[src/rtl/regfile_writeback_arbiter_if.sv]
// Write-port bus bundle for regfile_writeback_arbiter.
// Groups the issue handshake, the ALU result path, the LSU return handshake
// and the registered register-file write port.
//   master : core side (drives issue/ALU/LSU requests, observes stall/ready/writes)
//   slave  : arbiter side
interface regfile_writeback_arbiter_if #(
    parameter int unsigned DATA_BITS = 8
);
    localparam int unsigned ADDR_BITS = 4;

    // Issue path
    logic                 issue_valid;
    logic                 issue_is_load;
    logic [ADDR_BITS-1:0] issue_rd;
    logic [ADDR_BITS-1:0] issue_rs;
    logic [ADDR_BITS-1:0] issue_rt;
    logic                 issue_stall;

    // ALU result path
    logic                 alu_wr_valid;
    logic [ADDR_BITS-1:0] alu_wr_rd;
    logic [DATA_BITS-1:0] alu_wr_data;

    // LSU load-return handshake
    logic                 lsu_ret_valid;
    logic                 lsu_ret_ready;
    logic [ADDR_BITS-1:0] lsu_ret_rd;
    logic [DATA_BITS-1:0] lsu_ret_data;

    // Register-file write port
    logic                 reg_write_enable;
    logic [ADDR_BITS-1:0] reg_write_address;
    logic [DATA_BITS-1:0] reg_write_data;

    modport master (
        output issue_valid, issue_is_load, issue_rd, issue_rs, issue_rt,
        input  issue_stall,
        output alu_wr_valid, alu_wr_rd, alu_wr_data,
        output lsu_ret_valid, lsu_ret_rd, lsu_ret_data,
        input  lsu_ret_ready,
        input  reg_write_enable, reg_write_address, reg_write_data
    );

    modport slave (
        input  issue_valid, issue_is_load, issue_rd, issue_rs, issue_rt,
        output issue_stall,
        input  alu_wr_valid, alu_wr_rd, alu_wr_data,
        input  lsu_ret_valid, lsu_ret_rd, lsu_ret_data,
        output lsu_ret_ready,
        output reg_write_enable, reg_write_address, reg_write_data
    );
endinterface

[src/rtl/regfile_writeback_arbiter.sv]
// Per-thread register-file write-port arbiter.
// Shares one write port between the ALU (one-cycle results, always wins) and
// LSU load returns (buffered in a small FIFO, drained when the ALU is idle).
// A pending-load scoreboard flags issue hazards on registers awaiting loads.
// Ports:
//   clk          : clock, rising edge
//   reset        : asynchronous active-low reset
//   enable       : thread active; 0 freezes all state
//   bus          : slave side of regfile_writeback_arbiter_if
//                  (issue/stall, ALU write, LSU return valid/ready, reg write port)
//   pending_mask : bit n set while Rn awaits load data
//   fifo_count   : LSU FIFO occupancy, 0..LSU_FIFO_DEPTH
//   hazard_error : sticky flag, ALU wrote a register with a load outstanding
module regfile_writeback_arbiter #(
    parameter int unsigned DATA_BITS      = 8,
    parameter int unsigned LSU_FIFO_DEPTH = 4,
    parameter int unsigned WRITABLE_REGS  = 13
) (
    input  logic                              clk,
    input  logic                              reset,
    input  logic                              enable,
    regfile_writeback_arbiter_if.slave        bus,
    output logic [WRITABLE_REGS-1:0]          pending_mask,
    output logic [$clog2(LSU_FIFO_DEPTH):0]   fifo_count,
    output logic                              hazard_error
);

    localparam int unsigned ADDR_BITS = 4;
    localparam int unsigned REG_SPACE = 16;
    localparam int unsigned PTR_BITS  = $clog2(LSU_FIFO_DEPTH);
    localparam int unsigned CNT_BITS  = PTR_BITS + 1;

    typedef struct packed {
        logic [ADDR_BITS-1:0] rd;
        logic [DATA_BITS-1:0] data;
    } lsu_entry_t;

    // State
    logic [WRITABLE_REGS-1:0] pending_q, pending_d;
    logic                     hazard_q, hazard_d;
    logic                     we_q, we_d;
    logic [ADDR_BITS-1:0]     waddr_q, waddr_d;
    logic [DATA_BITS-1:0]     wdata_q, wdata_d;
    logic [PTR_BITS-1:0]      wr_ptr_q, wr_ptr_d;
    logic [PTR_BITS-1:0]      rd_ptr_q, rd_ptr_d;
    logic [CNT_BITS-1:0]      count_q, count_d;
    lsu_entry_t               fifo_mem_q [LSU_FIFO_DEPTH];

    // Combinational nets
    logic [REG_SPACE-1:0]     pend_ext_c;
    logic                     stall_c;
    logic                     ready_c;
    logic                     accept_c;
    logic                     push_c;
    logic                     pop_c;
    logic                     alu_win_c;
    lsu_entry_t               head_c;
    lsu_entry_t               push_entry_c;
    logic [REG_SPACE-1:0]     set_ext_c;
    logic [REG_SPACE-1:0]     clr_ext_c;

    function automatic logic writable(input logic [ADDR_BITS-1:0] a);
        writable = (32'(a) < WRITABLE_REGS);
    endfunction

    function automatic logic [REG_SPACE-1:0] reg_bit(input logic [ADDR_BITS-1:0] a);
        reg_bit = REG_SPACE'(1) << a;
    endfunction

    // Zero-extended mask: read-only addresses index zero bits, so they never match.
    assign pend_ext_c = REG_SPACE'(pending_q);

    // Hazard detection from the registered scoreboard only.
    always_comb begin : stall_comb
        stall_c = bus.issue_valid &
                  (pend_ext_c[bus.issue_rs] | pend_ext_c[bus.issue_rt] | pend_ext_c[bus.issue_rd]);
    end

    // FIFO handshake; ready is held low while reset is asserted.
    always_comb begin : handshake_comb
        ready_c      = reset & enable & (count_q < CNT_BITS'(LSU_FIFO_DEPTH));
        push_c       = bus.lsu_ret_valid & ready_c;
        accept_c     = bus.issue_valid & ~stall_c & enable;
        alu_win_c    = bus.alu_wr_valid & enable;
        head_c       = fifo_mem_q[rd_ptr_q];
        push_entry_c = '{rd: bus.lsu_ret_rd, data: bus.lsu_ret_data};
    end

    // Write-port arbitration, scoreboard update and FIFO bookkeeping.
    always_comb begin : next_state_comb
        we_d      = 1'b0;
        waddr_d   = waddr_q;
        wdata_d   = wdata_q;
        hazard_d  = hazard_q;
        pop_c     = 1'b0;
        set_ext_c = '0;
        clr_ext_c = '0;

        if (alu_win_c) begin
            if (writable(bus.alu_wr_rd)) begin
                we_d    = 1'b1;
                waddr_d = bus.alu_wr_rd;
                wdata_d = bus.alu_wr_data;
                if (pend_ext_c[bus.alu_wr_rd]) begin
                    hazard_d = 1'b1;
                end
            end
        end else if (enable && (count_q != '0)) begin
            // Entries for read-only registers are still consumed, silently.
            pop_c = 1'b1;
            if (writable(head_c.rd)) begin
                we_d      = 1'b1;
                waddr_d   = head_c.rd;
                wdata_d   = head_c.data;
                clr_ext_c = reg_bit(head_c.rd);
            end
        end

        if (accept_c && bus.issue_is_load) begin
            set_ext_c = reg_bit(bus.issue_rd);
        end

        // Set applied after clear so a forced collision leaves the bit set.
        pending_d = (pending_q & ~WRITABLE_REGS'(clr_ext_c)) | WRITABLE_REGS'(set_ext_c);

        wr_ptr_d = wr_ptr_q + PTR_BITS'(push_c);
        rd_ptr_d = rd_ptr_q + PTR_BITS'(pop_c);
        count_d  = count_q + CNT_BITS'(push_c) - CNT_BITS'(pop_c);
    end

    // Control and output registers.
    always_ff @(posedge clk or negedge reset) begin : state_reg
        if (!reset) begin
            pending_q <= '0;
            hazard_q  <= 1'b0;
            we_q      <= 1'b0;
            waddr_q   <= '0;
            wdata_q   <= '0;
            wr_ptr_q  <= '0;
            rd_ptr_q  <= '0;
            count_q   <= '0;
        end else begin
            pending_q <= pending_d;
            hazard_q  <= hazard_d;
            we_q      <= we_d;
            waddr_q   <= waddr_d;
            wdata_q   <= wdata_d;
            wr_ptr_q  <= wr_ptr_d;
            rd_ptr_q  <= rd_ptr_d;
            count_q   <= count_d;
        end
    end

    // FIFO storage; contents are don't-care until counted valid.
    always_ff @(posedge clk) begin : fifo_mem
        if (push_c) begin
            fifo_mem_q[wr_ptr_q] <= push_entry_c;
        end
    end

    assign bus.issue_stall       = stall_c;
    assign bus.lsu_ret_ready     = ready_c;
    assign bus.reg_write_enable  = we_q;
    assign bus.reg_write_address = waddr_q;
    assign bus.reg_write_data    = wdata_q;
    assign pending_mask          = pending_q;
    assign fifo_count            = count_q;
    assign hazard_error          = hazard_q;

endmodule

[src/flat_wrapper.sv]
// flat-port wrapper written by rule: the top's interface ports become plain ports
module regfile_writeback_arbiter_flat 
#(
    parameter int unsigned DATA_BITS      = 8,
    parameter int unsigned LSU_FIFO_DEPTH = 4,
    parameter int unsigned WRITABLE_REGS  = 13
)
  (clk, reset, enable, pending_mask, fifo_count, hazard_error, bus_issue_valid, bus_issue_is_load, bus_issue_rd, bus_issue_rs, bus_issue_rt, bus_issue_stall, bus_alu_wr_valid, bus_alu_wr_rd, bus_alu_wr_data, bus_lsu_ret_valid, bus_lsu_ret_rd, bus_lsu_ret_data, bus_lsu_ret_ready, bus_reg_write_enable, bus_reg_write_address, bus_reg_write_data);
  regfile_writeback_arbiter_if #(.DATA_BITS(DATA_BITS)) bus_i ();
  input  logic clk;
  input  logic reset;
  input  logic enable;
  output logic [WRITABLE_REGS-1:0] pending_mask;
  output logic [$clog2(LSU_FIFO_DEPTH):0] fifo_count;
  output logic hazard_error;
  input wire logic [$bits(bus_i.issue_valid)-1:0] bus_issue_valid;
  input wire logic [$bits(bus_i.issue_is_load)-1:0] bus_issue_is_load;
  input wire logic [$bits(bus_i.issue_rd)-1:0] bus_issue_rd;
  input wire logic [$bits(bus_i.issue_rs)-1:0] bus_issue_rs;
  input wire logic [$bits(bus_i.issue_rt)-1:0] bus_issue_rt;
  output wire logic [$bits(bus_i.issue_stall)-1:0] bus_issue_stall;
  input wire logic [$bits(bus_i.alu_wr_valid)-1:0] bus_alu_wr_valid;
  input wire logic [$bits(bus_i.alu_wr_rd)-1:0] bus_alu_wr_rd;
  input wire logic [$bits(bus_i.alu_wr_data)-1:0] bus_alu_wr_data;
  input wire logic [$bits(bus_i.lsu_ret_valid)-1:0] bus_lsu_ret_valid;
  input wire logic [$bits(bus_i.lsu_ret_rd)-1:0] bus_lsu_ret_rd;
  input wire logic [$bits(bus_i.lsu_ret_data)-1:0] bus_lsu_ret_data;
  output wire logic [$bits(bus_i.lsu_ret_ready)-1:0] bus_lsu_ret_ready;
  output wire logic [$bits(bus_i.reg_write_enable)-1:0] bus_reg_write_enable;
  output wire logic [$bits(bus_i.reg_write_address)-1:0] bus_reg_write_address;
  output wire logic [$bits(bus_i.reg_write_data)-1:0] bus_reg_write_data;
  assign bus_i.issue_valid = bus_issue_valid;
  assign bus_i.issue_is_load = bus_issue_is_load;
  assign bus_i.issue_rd = bus_issue_rd;
  assign bus_i.issue_rs = bus_issue_rs;
  assign bus_i.issue_rt = bus_issue_rt;
  assign bus_issue_stall = bus_i.issue_stall;
  assign bus_i.alu_wr_valid = bus_alu_wr_valid;
  assign bus_i.alu_wr_rd = bus_alu_wr_rd;
  assign bus_i.alu_wr_data = bus_alu_wr_data;
  assign bus_i.lsu_ret_valid = bus_lsu_ret_valid;
  assign bus_i.lsu_ret_rd = bus_lsu_ret_rd;
  assign bus_i.lsu_ret_data = bus_lsu_ret_data;
  assign bus_lsu_ret_ready = bus_i.lsu_ret_ready;
  assign bus_reg_write_enable = bus_i.reg_write_enable;
  assign bus_reg_write_address = bus_i.reg_write_address;
  assign bus_reg_write_data = bus_i.reg_write_data;
  regfile_writeback_arbiter #(.DATA_BITS(DATA_BITS), .LSU_FIFO_DEPTH(LSU_FIFO_DEPTH), .WRITABLE_REGS(WRITABLE_REGS)) u_core (.clk(clk), .reset(reset), .enable(enable), .bus(bus_i), .pending_mask(pending_mask), .fifo_count(fifo_count), .hazard_error(hazard_error));
endmodule
[config.mk]
export PLATFORM = sky130hd
export DESIGN_NAME = regfile_writeback_arbiter_flat
export DESIGN_NICKNAME = d
export VERILOG_FILES = /design/src/rtl/regfile_writeback_arbiter_if.sv /design/src/rtl/regfile_writeback_arbiter.sv /design/src/flat_wrapper.sv
export SDC_FILE = /design/constraint.sdc
export NUM_CORES = 1
export LEC_CHECK = 0
export CAP_MARGIN = 10
export CORE_MARGIN = 2
export CORE_UTILIZATION = 50
export CTS_CLUSTER_DIAMETER = 150
export DETAILED_ROUTE_END_ITERATION = 12
export GPL_ROUTABILITY_DRIVEN = 0
export GPL_TIMING_DRIVEN = 0
export PLACE_DENSITY = 0.77
export SKIP_LAST_GASP = 1
export SYNTH_ARGS = -nofsm -noshare
export SYNTH_HDL_FRONTEND = slang
export SYNTH_SLANG_ARGS = --single-unit
export TNS_END_PERCENT = 10
[constraint.sdc]
create_clock -name clk -period 3.25 [get_ports clk]
set_clock_uncertainty 0.2 [all_clocks]
set_input_delay 0.325 -clock clk [delete_from_list [all_inputs] [get_ports clk]]
set_output_delay 0.325 -clock clk [all_outputs]
set_load 0.03 [all_outputs]
Word-level counts from Yosys, hierarchy flattened
Memories as Yosys holds them, arrays and structs flattened.
Cells that the tools add are included.
- add/subtract/negate cells: 4
- order comparisons: 7
- equal/unequal tests: 1
- shifts and indexed selects: 2
- multiplexer cells: 28
- bitwise operators: 13
- reduce and logical (&&, ||, !) cells: 7
- operator list (operator ; count):
    $mux W13 ; 4
    $mux W8 ; 4
    $shl A1 B4 Y13 const A ; 2
    $lt A4 B5 Y1 const B ; 4
    $bmux W1 S4 ; 4
    $mux W4 ; 4
    $and A13 B13 Y13 ; 1
    $not A13 Y13 ; 1
    $or A13 B13 Y13 ; 1
    $mux W1 ; 12
    $lt A4 B4 Y1 const B ; 2
    $and A1 B1 Y1 ; 7
    $reduce_and A3 Y1 ; 2
    $add A2 B1 Y2 ; 2
    $reduce_bool A2 Y1 ; 2
    $add A3 B1 Y3 ; 1
    $lt A3 B3 Y1 const B ; 1
    $reduce_bool A3 Y1 ; 1
    $sub A3 B1 Y3 ; 1
    $logic_and A1 B1 Y1 ; 2
    $ne A2 B2 Y1 const B ; 1
    $or A1 B1 Y1 ; 2
    $not A1 Y1 ; 1
- register bits: 34
- bits in writable memories: 48
- input port bits: 43
- output and inout port bits: 32
- memories: 1
- memory list (name ; depth ; bits a word ; read ports ; clocked after Yosys merged registers in ; write ports ; line ; text):
    u_core.fifo_mem_q ; 4 ; 12 ; 1 ; 0 ; 1 ; regfile_writeback_arbiter.sv:47 ; lsu_entry_t fifo_mem_q [LSU_FIFO_DEPTH];

Logic depth before layout (Yosys ltp)
Gate-level depths: netlist of run 1.
- depth after elaboration: 11
- gate-level depth with buffers: 9
- mapped depth without buffers: 9

Least setup slack after synthesis of run 1
Ideal clock, no wire load.
- path type: reg-to-reg
- start point: register u_core.count_q[2], in the netlist u_core.fifo_count[2]
- end point: memory u_core.fifo_mem_q[0][0] (netlist bit), enable pin
- setup time: 0.399 ns
- data arrival time: 2.306 ns
- path slack: 0.345 ns
- stages on the path, launching flop included: 4
- clock period less this slack: 2.905 ns
- path through: dfrtp_1 > nor2_1 > and2_0 > nor3b_1
- longest elaborated chain between the ends: 5
- RTL lines (item ; line ; text):
    start, declared ; regfile_writeback_arbiter.sv:46 ; logic [CNT_BITS-1:0] count_q, count_d;
    start signal, assigned ; regfile_writeback_arbiter.sv:150 ; count_q <= count_d;
    $lt A3 B3 Y1 ; regfile_writeback_arbiter.sv:81 ; ready_c = reset & enable & (count_q < CNT_BITS'(LSU_FIFO_DEPTH));
    $and A1 B1 Y1 ; regfile_writeback_arbiter.sv:81 ;
    via bus_lsu_ret_ready ; flat_wrapper.sv:28 ; output wire logic [$bits(bus_i.lsu_ret_ready)-1:0] bus_lsu_ret_ready;
    $and A1 B1 Y1 ; regfile_writeback_arbiter.sv:82 ; push_c = bus.lsu_ret_valid & ready_c;
    $mux W1 ; regfile_writeback_arbiter.sv:156 ; if (push_c) begin
    $mux W1 (implied by the code) ; regfile_writeback_arbiter.sv:157 ; fifo_mem_q[wr_ptr_q] <= push_entry_c;
    end, declared ; regfile_writeback_arbiter.sv:47 ;
The timed path passes the listed nets, and every way through them passes these cells.

Worst setup path in the final report of run 1
- start point: input port enable
- end point: register u_core.count_q[2], in the netlist u_core.fifo_count[2]
- longest elaborated chain between the ends: 5
- RTL lines (item ; line ; text):
    start, declared ; flat_wrapper.sv:12 ; input logic enable;
    $and A1 B1 Y1 (2 in a row) ; regfile_writeback_arbiter.sv:81 ;
    $and A1 B1 Y1 ; regfile_writeback_arbiter.sv:82 ;
    $add A3 B1 Y3 ; regfile_writeback_arbiter.sv:128 ; count_d = count_q + CNT_BITS'(push_c) - CNT_BITS'(pop_c);
    $sub A3 B1 Y3 (*) ; regfile_writeback_arbiter.sv:128 ;
    via u_core.count_d[2] ; regfile_writeback_arbiter.sv:46 ;
The timed path passes the listed nets; every way through them passes the cells marked *.
A chain may end at the register's enable or synchronous reset.

==> results.sh, run 1 <==
export IMPL_io_pins=75
export IMPL_layout_min_cycle_time_ps=3040
export IMPL_synth_xor_area_share_pct=0.896
export IMPL_die_height_um=92.4
export IMPL_synth_lib_cells_used_distinct=45
export IMPL_max_freq_mhz=329
export IMPL_tritoncts_clock_tree="done"
export IMPL_start_kind="input port"
export IMPL_crit_buf_inv=3
export IMPL_clkPwrFrac_pct=19.7
export IMPL_drt_iter0_markers=165
export IMPL_clock_tree_htree_level_count=3
export IMPL_grt_setup_unrepaired="false"
export IMPL_timing_worst_slew_pin_value_ps=1100
export IMPL_critical_path_peak_fanout=6
export IMPL_min_path_type="reg2reg"
export IMPL_timing_final_max_slew_violations=0
export IMPL_cellPowerDensity_nw_per_um2=854
export IMPL_cts_clk_slew_worst_paths_ps=90
export IMPL_switchingPower_w=0.00160
export IMPL_avgViaCountPerCell=5.86
export IMPL_detailedRoute_firstPassIterationCount=4
export IMPL_ys_seq_area_share_pct=58.6
export IMPL_synth_simple_gate_area_share_pct=8.64
export IMPL_critPathCapture="u_core.fifo_count[2]"
export IMPL_p_int_w=0.00267
export IMPL_dominant_delay_contributor_by_cell_family_on_the_critical_path="adder cells"
export IMPL_critical_path_slowest_cell="nor3b_1"
export IMPL_area_enclosed_by_the_die_boundary_sq_um=8540
export IMPL_globalRouteTotalUtil_pct=21.6
export IMPL_yosys_reg_bits=82
export IMPL_critical_path_max_stage_delay_ps=800
export IMPL_whs_ps=295
export IMPL_floorplan_initialDensity_pct=51.1
export IMPL_postPlaceCellArea_sq_um=4750
export IMPL_synth_top_flop_cell="edfxtp_1"
export IMPL_fin_util_pct=65.5
export IMPL_crit_type="in2reg"
export IMPL_placeableCoreArea_sq_um=7650
export IMPL_post_dp_hpwl_um=6170
export IMPL_syn_area_sq_um=3910
export IMPL_instance_count_of_the_mapped_netlist=256
export IMPL_synth_compound_area_share_pct=6.05
export IMPL_setup_failing_eps_final=0
export IMPL_ff2ff_setup_slack_ps=360
export IMPL_grt_overflow_total=0
export IMPL_initial_antenna_violation_count=0
export IMPL_endpoint_type_of_the_worst_setup_path="register"
export IMPL_total_count_of_hold_check_failures_in_the_final_report=0
export IMPL_final_nets=388
export IMPL_clock_tree_buffer_depth=2
export IMPL_clockRootBuffer="clkbuf_8"
export IMPL_post_cts_buffers=0
export IMPL_rr_endpoint="u_core.fifo_count[2]"
export IMPL_cp_arrival_ps=3120
export IMPL_ys_async_sr_fraction_pct=41.5
export IMPL_main_combinational_cell_family_by_area_after_synthesis="multiplexers"
export IMPL_synthesis_yosys_warnings=0
export IMPL_drv_max_cap_violation_count=0
export IMPL_wirelength_um=8670
export IMPL_cp_data_required_time_ps=3330
export IMPL_floorplan_die_width_um=92.4
export IMPL_grt_pass1_wl_um=13900
export IMPL_first_global_vias=2633
export IMPL_run_status="completed"
export IMPL_report_power_total_w=0.00428
export IMPL_number_of_synthesized_flops_with_an_enable_pin=48
export IMPL_antenna_left=0
export IMPL_vias=2620
export IMPL_detail_route_wl_per_cell_um=19.4
export IMPL_clk_insertion_delay_late_ps=350
export IMPL_largest_net_degree_at_the_start_of_global_routing=35
export IMPL_port_buffers=70
export IMPL_drc_errors=0
export IMPL_arithmetic_cell_share_of_the_synthesized_area_counting_full_adders_half_adders_and_majority_gates_pct=1.79
export IMPL_combPwrFrac_pct=42.6
export IMPL_insertedDiodeCount=0
export IMPL_synth_avg_cell_area_sq_um=15.3
export IMPL_critical_path_cell_list="clkdlybuf4s50_1, nor3b_1, ha_1, inv_1, ha_1, inv_1, fa_1, xnor2_1, xnor2_1"
export IMPL_fp_row_count=32
export IMPL_seq_pwr_share_pct=37.6
export IMPL_worst_r2r_cell_count=9
export IMPL_tritoncts_num_buffers=9
export IMPL_worstSetupStartpoint="enable"
export IMPL_vdd_ir_drop_max_v=0.000302
export IMPL_worst_reg2reg_startpoint="u_core.fifo_count[1]"
export IMPL_multiplexer_share_of_the_synthesized_area_pct=21.5
export IMPL_cp_depth=9
export IMPL_fin_crit_sh_pct=93.6
export IMPL_syn2layout_area_growth_pct=28.1
export IMPL_fin_tns_setup_ps=0
export IMPL_p_leak_nw=1.84
export IMPL_final_layout_size_suffix_gt1_share_pct=20.3
export IMPL_synth_fp_nets=304
export IMPL_clock_sinks=82
export IMPL_final_area_sq_um=5010
export IMPL_power_share_switching_pct=37.5
export IMPL_relSlewSlack_pct=26.1
==> flip-flops by register name, summed over array words and instances, names as in the netlist <==
signal,cells
u_core.bus.reg_write_address,4
u_core.rd_ptr_q,2
u_core.hazard_error,1
u_core.bus.reg_write_enable,1
u_core.fifo_count,3
u_core.wr_ptr_q,2
u_core.fifo_mem_q,48
u_core.bus.reg_write_data,8
u_core.pending_mask,13
==> power by group through the flow <==
stage | Sequential (W) | Clock (W) | Combinational [W]
3_5_place_dp | 0.00162 | 0 | 0.00183
5_1_grt | 0.00164 | 0.000906 | 0.00194
3_3_place_gp | 0.00161 | 0 | 0.00180
2_1_floorplan | 0.00189 | 0 | 0.000828
6_report | 0.00161 | 0.000845 | 0.00182
4_1_cts | 0.00159 | 0.000864 | 0.00184
==> through the flow <==
step	setup WS (ps)	instances
after floorplan	345	256
after global placement	-1460	428
after detailed placement	-310	429
after CTS	36.8	447
after global routing	56.6	447
final	209	447
==> per-layer routing <==
layer | vias to the layer above | global-route usage (%) | routed length, um
met5 | - | 0 | 0
met4 | 0 | 8.33 | 117
met3 | 10 | 4.56 | 680
met2 | 116 | 35.9 | 4440
met1 | 1314 | 28.0 | 3430
li1 | 1180 | - | -
==> layout make-up <==
cell class | count | area [sq um]
plain buffers | 11 | 63.8
clock buffers | 9 | 124
clock inverters | 7 | 106
fillers | 568 | 2640
inverters | 9 | 33.8
multi-input cells | 154 | 1530
flip-flops and latches | 82 | 2300
well taps | 102 | 128
repair buffers | 73 | 731
==> how the worst min path moves through the flow <==
stage / from / to / depth (start not counted)
3_3_place_gp: u_core.hazard_error / u_core.hazard_error / 1
2_1_floorplan: reset / u_core.bus.reg_write_address[0] / 0
5_1_grt: u_core.hazard_error / u_core.hazard_error / 1
4_1_cts: u_core.hazard_error / u_core.hazard_error / 1
6_report: u_core.bus.reg_write_data[3] / u_core.bus.reg_write_data[3] / 1
3_5_place_dp: reset / u_core.bus.reg_write_enable / 1
==> cell families (layout without fill, tap and decap cells) <==
family / after synthesis / in the layout
AO/OA/AOI/OAI: 36 / 36
multiplexers: 51 / 51
XOR/XNOR: 4 / 4
buffers and inverters: 20 / 109
flip-flops: 82 / 82
AND/OR/NAND/NOR: 58 / 58
adder cells (fa/ha/maj): 5 / 5
==> what timing repair did <==
item | in CTS | in global routing
gates resized for setup | 2 | 7
hold endpoints to repair | 34 | 0
hold buffers | 2 | 0
setup endpoints to repair | 1 | 1
==> Yosys cell counts (2+ instances only) <==
| master | count | area, sq um |
|---|---|---|
| ha_1 | 4 | 50.1 |
| clkbuf_1 | 6 | 22.5 |
| inv_1 | 9 | 33.8 |
| nand2_1 | 8 | 30.0 |
| xor2_1 | 2 | 17.5 |
| nor3b_1 | 4 | 30.0 |
| mux2i_1 | 3 | 30.0 |
| buf_4 | 2 | 15.0 |
| mux2_2 | 16 | 180 |
| o21ai_0 | 10 | 50.1 |
| mux4_2 | 20 | 450 |
| nand2b_1 | 5 | 31.3 |
| xnor2_1 | 2 | 17.5 |
| dfrtp_1 | 34 | 851 |
| o21ai_1 | 10 | 50.1 |
| nand4_1 | 14 | 87.6 |
| o31ai_1 | 6 | 45.0 |
| buf_6 | 2 | 22.5 |
| nand3_1 | 4 | 20.0 |
| edfxtp_1 | 48 | 1440 |
| nor2b_1 | 5 | 31.3 |
| and3_1 | 2 | 12.5 |
| nor2_1 | 8 | 30.0 |
| mux4_1 | 3 | 78.8 |
| mux2_1 | 9 | 101 |
==> placed cells by master, fill, tap and decap left out, drive strengths merged, types with 2 or more instances in the layout <==
master	n
buf	8
nand4	14
edfxtp	48
xnor2	2
nor2	8
mux2i	3
nor2b	5
and2	2
nand3	4
xor2	2
mux2	25
o21ai	20
clkdlybuf4s50	67
and3	2
nor3b	4
ha	4
o31ai	6
mux4	23
clkbuf	16
bufinv	2
inv	14
nand2b	5
dfrtp	34
nand2	8
(Power assumes the default switching activity.)
==> run 2: changes to the inputs <==
ABC_CLOCK_PERIOD_IN_PS = 3250   (was not set)
CORE_ASPECT_RATIO = 0.75   (was not set)
MAX_ROUTING_LAYER = met4   (was not set)
==> run 2 against run 1 <==
  * Power decreased by 4.3%
  * Sequential share of layout area increased by 0.47 points
  * Global-route usage increased by 0.40 points
  * Non-clock buffer count unchanged
  * Register-to-register slack got worse by 20 ps
  * Fmax decreased by 2.2%
  * Clock-buffer cell count increased by 1
  * Largest power group unchanged
  * Highest routed layer unchanged
==> results.sh, run 2 (synthesis results as in run 1) <==
export IMPL_clock_tree_htree_level_count=3
export IMPL_vdd_ir_drop_max_v=0.000486
export IMPL_worstSetupStartpoint="enable"
export IMPL_layout_cells_non_filler=446
export IMPL_most_common_cell_after_layout_fill_and_taps_aside="clkdlybuf4s50_1"
export IMPL_grt_setup_unrepaired="false"
export IMPL_max_freq_mhz=322
export IMPL_layout_cells_most_common_list="clkdlybuf4s50_1 (67), edfxtp_1 (48), dfrtp_1 (30)"
export IMPL_min_delay_start="u_core.hazard_error"
export IMPL_p_leak_nw=1.81
export IMPL_largest_register="u_core.fifo_mem_q"
export IMPL_relSlewSlack_pct=22.3
export IMPL_cellPowerDensity_nw_per_um2=826
export IMPL_clock_tree_buffer_depth=2
export IMPL_first_global_vias=2569
export IMPL_report_power_total_w=0.00409
export IMPL_timing_final_max_slew_violations=0
export IMPL_total_count_of_hold_check_failures_in_the_final_report=0
export IMPL_clock_sinks=82
export IMPL_detail_route_wl_per_cell_um=19.1
export IMPL_syn2layout_area_growth_pct=26.8
export IMPL_grt_overflow_total=0
export IMPL_num_fill_cells=527
export IMPL_clockRootBuffer="clkbuf_8"
export IMPL_wirelength_um=8530
export IMPL_start_kind="input port"
export IMPL_area_enclosed_by_the_die_boundary_sq_um=8550
export IMPL_insertedDiodeCount=0
export IMPL_tritoncts_num_buffers=9
export IMPL_cp_data_required_time_ps=3320
export IMPL_crit_type="in2reg"
export IMPL_endpoint_type_of_the_worst_setup_path="register"
export IMPL_fp_row_count=27
export IMPL_clk_insertion_delay_late_ps=350
export IMPL_placedCellCount=428
export IMPL_vias=2602
export IMPL_setup_failing_eps_final=0
export IMPL_port_buffers=70
export IMPL_floorplan_die_width_um=106
export IMPL_floorplan_initialDensity_pct=52.4
export IMPL_final_nets=388
export IMPL_setup_ws_final_ps=142
export IMPL_critical_path_peak_fanout=6
export IMPL_min_path_type="reg2reg"
export IMPL_antenna_left=0
export IMPL_placeableCoreArea_sq_um=7470
export IMPL_initial_antenna_violation_count=0
export IMPL_worst_reg2reg_startpoint="u_core.fifo_count[1]"
export IMPL_timing_worst_slew_pin_value_ps=1160
export IMPL_cts_clk_slew_worst_paths_ps=80
export IMPL_final_layout_size_suffix_gt1_share_pct=19.7
export IMPL_die_height_um=80.6
export IMPL_io_pins=75
export IMPL_avgViaCountPerCell=5.83
export IMPL_globalRouteTotalUtil_pct=22.0
export IMPL_fin_crit_sh_pct=95.6
export IMPL_detailedRoute_firstPassIterationCount=4
export IMPL_drv_max_cap_violation_count=0
export IMPL_drc_errors=0
export IMPL_layout_min_cycle_time_ps=3110
export IMPL_post_dp_hpwl_um=6170
export IMPL_drt_iter0_markers=209
export IMPL_grt_pass1_wl_um=13500
export IMPL_largest_net_degree_at_the_start_of_global_routing=35
export IMPL_place_ws_ps=-337
export IMPL_cp_arrival_ps=3180
export IMPL_tritoncts_clock_tree="done"
export IMPL_largest_reg_flops=48
export IMPL_run_status="completed"
## run 2: cell count changes in the layout (fill, tap and decap cells not counted)
cell        delta
inv_8          -1
dfrtp_2        -1
clkbuf_8       +1
clkinvlp_4     +2
dfrtp_1        +1
clkinv_1       +1
inv_6          -3
bufinv_16      -2
clkinv_2       +1
clkinv_4       +1
## run 2: power by group
part	total (W)	internal, W	switching, W
Combinational	0.00182	0.000882	0.000937
Sequential	0.00162	0.00134	0.000278
Clock	0.000657	0.000298	0.000359
Total	0.00409	0.00252	0.00157
## run 2: final timing paths
| check | endpoint | slack [ps] | cells past startpoint |
|---|---|---|---|
| worst max-delay path | u_core.fifo_count[2] | 140 | 9 |
| worst min-delay path | u_core.hazard_error | 280 | 1 |
| worst max register to register | u_core.fifo_count[2] | 340 | 9 |
| worst min register to register | u_core.hazard_error | 280 | 1 |
| max in group asynchronous | u_core.pending_mask[1] | 2280 | 3 |
| min in group asynchronous | u_core.pending_mask[12] | 370 | 3 |
## run 2: critical path: stages
cell	delay (ps)
clkdlybuf4s50_1	700
nor3b_1	820
ha_1	380
inv_1	60
ha_1	130
inv_1	50
fa_1	370
xnor2_1	200
xnor2_1	150
## run 2: timing repair
action	CTS	global route
setup buffers	0	0
resized for setup	2	6
pin swaps	0	0
setup endpoints to repair	1	1
hold buffers	2	0
hold endpoints to repair	34	0
## run 2: metal layers
layer / vias to the layer above / global-route usage [%] / wire (um)
met5: - / - / 0
met1: 1308 / 31.6 / 3850
met4: 0 / 7.76 / 129
met2: 104 / 31.3 / 3860
met3: 11 / 4.55 / 689
li1: 1179 / - / -
## run 2: final cells by class
| type | instances | area, sq um | area share (%) |
|---|---|---|---|
| flip-flops and latches | 82 | 2300 | 46.4 |
| multi-input cells | 154 | 1530 | 30.8 |
| repair buffers | 73 | 731 | 14.7 |
| clock buffers | 10 | 138 | 2.78 |
| well taps | 101 | 126 | 2.55 |
| plain buffers | 11 | 63.8 | 1.29 |
| clock inverters | 6 | 41.3 | 0.833 |
| inverters | 9 | 33.8 | 0.682 |
## run 2: metrics by stage
stage | cell area (sq um) | hold WS, ps | utilization (%) | TNS [ps]
detailed placement | 4750 | 258 | 63.6 | -550
finish | 4960 | 275 | 66.4 | 0
CTS | 4950 | 278 | 66.4 | 0
global route | 4960 | 297 | 66.4 | 0
global placement | 4740 | 253 | 63.4 | -45910
floorplan | 3910 | -171 | - | 0
